## config.mk

```make
export PLATFORM = sky130hd
export DESIGN_NAME = gf180mcu_osu_sc_gp9t3v3__muxn_reg
export DESIGN_NICKNAME = d
export VERILOG_FILES = /design/src/rtl/gf180mcu_osu_sc_gp9t3v3__muxn_reg.sv
export SDC_FILE = /design/constraint.sdc
export NUM_CORES = 1
export LEC_CHECK = 0
export CORE_AREA = 4 4 41 43
export CTS_BUF_LIST = sky130_fd_sc_hd__clkbuf_8
export DETAILED_ROUTE_END_ITERATION = 7
export DIE_AREA = 0 0 45 47
export GPL_ROUTABILITY_DRIVEN = 0
export GPL_TIMING_DRIVEN = 0
export MAX_ROUTING_LAYER = met4
export SYNTH_ARGS = -nofsm -noshare
export SYNTH_HDL_FRONTEND = slang
export SYNTH_SLANG_ARGS = --single-unit
```

## constraint.sdc

```tcl
create_clock -name CLK -period 1.65 [get_ports CLK]
set_input_delay 0.4125 -clock CLK [delete_from_list [all_inputs] [get_ports CLK]]
set_output_delay 0.4125 -clock CLK [all_outputs]
set_load 0.02 [all_outputs]
```

## src/rtl/gf180mcu_osu_sc_gp9t3v3__muxn_reg.sv

```systemverilog
// Registered CHANNELS-input, WIDTH-bit multiplexer with a loadable select
// register, round-robin auto-advance with a wrap pulse, and an enabled output register.
module gf180mcu_osu_sc_gp9t3v3__muxn_reg #(
  parameter  int WIDTH    = 1,
  parameter  int CHANNELS = 4,
  localparam int SELW     = (CHANNELS > 1) ? $clog2(CHANNELS) : 1
) (
  input  logic                      CLK,
  input  logic                      RST,
  input  logic [CHANNELS*WIDTH-1:0] D,
  input  logic [SELW-1:0]           Sel,
  input  logic                      LD,
  input  logic                      AUTO,
  input  logic                      EN,
  output logic [WIDTH-1:0]          Y,
  output logic [SELW-1:0]           SelQ,
  output logic                      WRAP
);

  // One extra bit so CHANNELS itself is representable when it is a power of two.
  localparam logic [SELW:0]   CH_EXT = CHANNELS[SELW:0];
  localparam logic [SELW-1:0] LAST   = SELW'(CHANNELS - 1);
  localparam logic [SELW-1:0] ONE    = SELW'(1);

  logic [SELW-1:0]  r_sel;
  logic [WIDTH-1:0] r_y;
  logic             r_wrap;

  logic             w_ld_ok;
  logic             w_last;
  logic [SELW-1:0]  w_sel_nxt;
  logic             w_wrap_nxt;
  logic [WIDTH-1:0] w_y_mux;

  assign w_ld_ok = ({1'b0, Sel} < CH_EXT);
  assign w_last  = (r_sel == LAST);

  // Channel decode: compare against each legal index rather than a
  // variable part-select, so out-of-range S can never address past D.
  always_comb begin
    w_y_mux = '0;
    for (int k = 0; k < CHANNELS; k++) begin
      if (r_sel == SELW'(k)) begin
        w_y_mux = D[k*WIDTH +: WIDTH];
      end
    end
  end

  // An out-of-range load still consumes the cycle: S holds and AUTO is skipped.
  always_comb begin
    w_sel_nxt  = r_sel;
    w_wrap_nxt = 1'b0;
    if (LD) begin
      if (w_ld_ok) begin
        w_sel_nxt = Sel;
      end
    end else if (AUTO && EN) begin
      if (w_last) begin
        w_sel_nxt  = '0;
        w_wrap_nxt = 1'b1;
      end else begin
        w_sel_nxt  = r_sel + ONE;
      end
    end
  end

  // Register stage: Y captures the channel chosen by the pre-update S.
  always_ff @(posedge CLK) begin
    if (RST) begin
      r_sel  <= '0;
      r_y    <= '0;
      r_wrap <= 1'b0;
    end else begin
      r_sel  <= w_sel_nxt;
      r_wrap <= w_wrap_nxt;
      if (EN) begin
        r_y <= w_y_mux;
      end
    end
  end

  assign Y    = r_y;
  assign SelQ = r_sel;
  assign WRAP = r_wrap;

endmodule

```

==> results of run 1 <==
flip-flops by register name, summed over array words and instances, names as in the netlist:
name  cells
Y         1
WRAP      1
SelQ      2
cells in the mapped netlist (all sizes together):
cell    number  area, µm²
a221oi       1       8.76
nor2b        2       12.5
inv          3       11.3
nor4b        1       8.76
nand2        2       7.51
and3         1       6.26
a211oi       3       22.5
o21ai        1       5.00
dfxtp        4       80.1
a21o         1       7.51
ha           4       50.1
nand3b       2       27.5
nor3         2       10.0
and4bb       1       12.5
timing repair:
item / in CTS / in global routing
resized for setup: 2 / 0
setup endpoints to repair: 2 / 0
hold endpoints to repair: 0 / 0
how the worst max path moves through the flow:
stage	from	to	slack, ns	depth (start not counted)
after floorplan	SelQ[0]	SelQ[1]	0.23	5
after global placement	EN	SelQ[0]	0.09	4
after detailed placement	EN	SelQ[0]	0.09	4
after CTS	Y	Y	0.07	1
after global routing	Y	Y	0.04	1
final	Y	Y	0.08	1
stage by stage:
stage,util (%),hold WS [ns],area (µm²),setup slack (ns)
final,36.0,0.584,468,0.0798
after global routing,36.0,0.669,468,0.0448
after CTS,36.0,0.593,468,0.0746
after detailed placement,33.0,0.590,429,0.0853
after global placement,33.0,0.581,429,0.0853
after floorplan,-,0.485,270,0.234
kinds of logic (layout without fill, tap and decap cells):
family	count (synthesis)	after routing	share of synthesized area, %
adders and majority gates	4	4	18.5
DFF	4	4	29.6
and+or+nand+nor	11	11	31.5
buffers and inverters	3	20	4.17
AOI/OAI and AO/OA	6	6	16.2
per-layer routing:
layer / part of all wire, % / up-vias / GRT usage, %
li1: - / 138 / -
met1: 50 / 108 / 9.13
met2: 37 / 14 / 10.5
met3: 12 / 2 / 6.90
met4: 0.76 / 0 / 3.51
met5: 0 / - / -
power groups by stage:
stage	clock, mW	sequential (mW)	combinational (mW)
after global routing	0.217	0.111	0.0913
after CTS	0.209	0.110	0.0837
final	0.203	0.110	0.0828
after floorplan	0	0.118	0.0330
after detailed placement	0	0.111	0.0858
after global placement	0	0.111	0.0848
final cells by class:
type | count | area, µm²
fillers | 151 | 833
multi-input cells | 21 | 179
repair buffers | 14 | 138
flip-flops and latches | 4 | 80.1
clock buffers | 3 | 41.3
well taps | 15 | 18.8
inverters | 3 | 11.3
layout by cell type (no fill, tap or decap):
master | Yosys | layout
nor4b_1 | 1 | 1
a211oi_1 | 3 | 3
nor2b_1 | 2 | 2
ha_1 | 4 | 4
and3_1 | 1 | 1
clkbuf_8 | 0 | 3
nor3_1 | 2 | 2
a21o_1 | 1 | 1
nand3b_4 | 1 | 1
inv_1 | 3 | 3
dfxtp_1 | 4 | 4
and4bb_1 | 1 | 1
clkdlybuf4s50_1 | 0 | 12
dlygate4sd2_1 | 0 | 2
a221oi_1 | 1 | 1
nand3b_1 | 1 | 1
nand2_1 | 2 | 2
o21ai_0 | 1 | 1
==> summary.md, run 1 <==
| Metric | Value |
|---|---|
| Status | `completed` |
| VDD IR max | `0.744 mV` |
| Slew @ Worst Pin | `0.219 ns` |
| Die Ht | `47 µm` |
| Nets | `62` |
| Power share of the clock group | `51.3%` |
| Total design power | `396 µW` |
| WHS Path Cells | `2` |
| Critical path's slowest cell | `clkdlybuf4s50_1` |
| Router iterations before antenna repair | `2` |
| Reg2reg setup slack | `0.24 ns` |
| Maximum clock path buffer count | `2` |
| Buf+Inv Stages, Crit Path | `1` |
| CP required | `1.24 ns` |
| Final Slew Violations | `0` |
| Peak Freq | `637 MHz` |
| HPWL after detailed placement | `508 µm` |
| Crit-path max cell delay | `0.61 ns` |
| Netlist cell types | `15` |
| Crit path DAT | `1.16 ns` |
| Comb pwr share | `20.9%` |
| Final ANT Viol Nets | `0` |
| Hold Startpoint | `Y` |
| Post-CTS setup repair buffer count | `0` |
| Die Wd | `45 µm` |
| CTS root buf | `clkbuf_8` |
| Crit Path Category | `reg2out` |
| Placed cell count | `57` |
| Via count | `262` |
| RSZ-0062 raised after global routing | `false` |
| Final Cycle Share | `95.2%` |
| Yosys reg bits | `4` |
| Starting Density | `20.8%` |
| Reg power frac | `27.8%` |
| CP Max Fanout | `3` |
| Cell internal pwr | `308 µW` |
| Final Non-Filler Cells | `60` |
| Row Count | `13` |
| Max-cap violations | `0` |
| Synth Net Count | `43` |
| Hold/Removal Path Class | `reg2reg` |
| Cell Chain, Critical Path | `clkdlybuf4s50_1` |
| Kind of end point of the critical path | `primary output` |
| Global Route Usage Sum | `8.25%` |
| CP delay by family, top | `buffers and inverters` |
| Clk_skew | `0.00579 ns` |
| Synthesized instance count | `28` |
| Min Clock Period, post-route | `1.57 ns` |
| Sequential area share after synthesis | `29.6%` |
| Layout cells sized above 1 | `8.89%` |
| PD cells | `846 nW/µm²` |
| Antenna violations before repair | `0` |
| Critical path launch point type | `flip-flop` |
| Final Hold Fails | `0` |
| Max-slew headroom | `85.2%` |
| Routed WL | `659 µm` |
| Largest net degree at the start of global routing | `7` |
| Reg-to-Reg End | `SelQ[1]` |
| WL/cell | `11.0 µm` |
| Hold buffer count at cts | `0` |
| Die Area | `2120 µm²` |
| Reg2Reg Depth | `5` |
| Sw frac | `22.3%` |
| First-pass GRT wire length | `1.06 mm` |
| Leakage | `0.204 nW` |
| Setup TNS | `0 ns` |
| Total net switching power | `88.2 µW` |
| ANT cells | `0` |
| Final Setup Violations | `0` |
| Synthesized area per cell | `9.65 µm²` |
| H-tree levels | `1` |
| Synth-to-Final Area Change | `73.1%` |
| Iteration-0 DRC count of the detailed router | `4` |
| Worst-path clk slew | `0.03 ns` |
| CTS tree | `yes` |
| Cts bufs inserted | `3` |
| Clk Latency, worst-skew pair | `0.22 ns` |
| GRT overflow | `0` |
| Mapped Area | `270 µm²` |
| Input/output buffers | `14` |
| DRC | `0` |
| RR Startpoint | `SelQ[0]` |
| Clock sinks | `4` |
| Via density | `4.37` |
| Synth warn | `0` |
| Vias in the first global route | `260` |
| Core area | `1300 µm²` |
| IO Pins | `15` |
| WHS Endpoint | `Y` |
Note: power is estimated with default switching activity, not from simulation.
==> run 2, diff against run 1 <==
--- a/config.mk
+++ b/config.mk
@@ -5,6 +5,7 @@
 export SDC_FILE = /design/constraint.sdc
 export NUM_CORES = 1
 export LEC_CHECK = 0
+export ABC_AREA = 0
 export CORE_AREA = 4 4 41 43
 export CTS_BUF_LIST = sky130_fd_sc_hd__clkbuf_8
 export DETAILED_ROUTE_END_ITERATION = 7
==> results of run 2 <==
Final layout, timing and power as in run 1 (identical DEF).
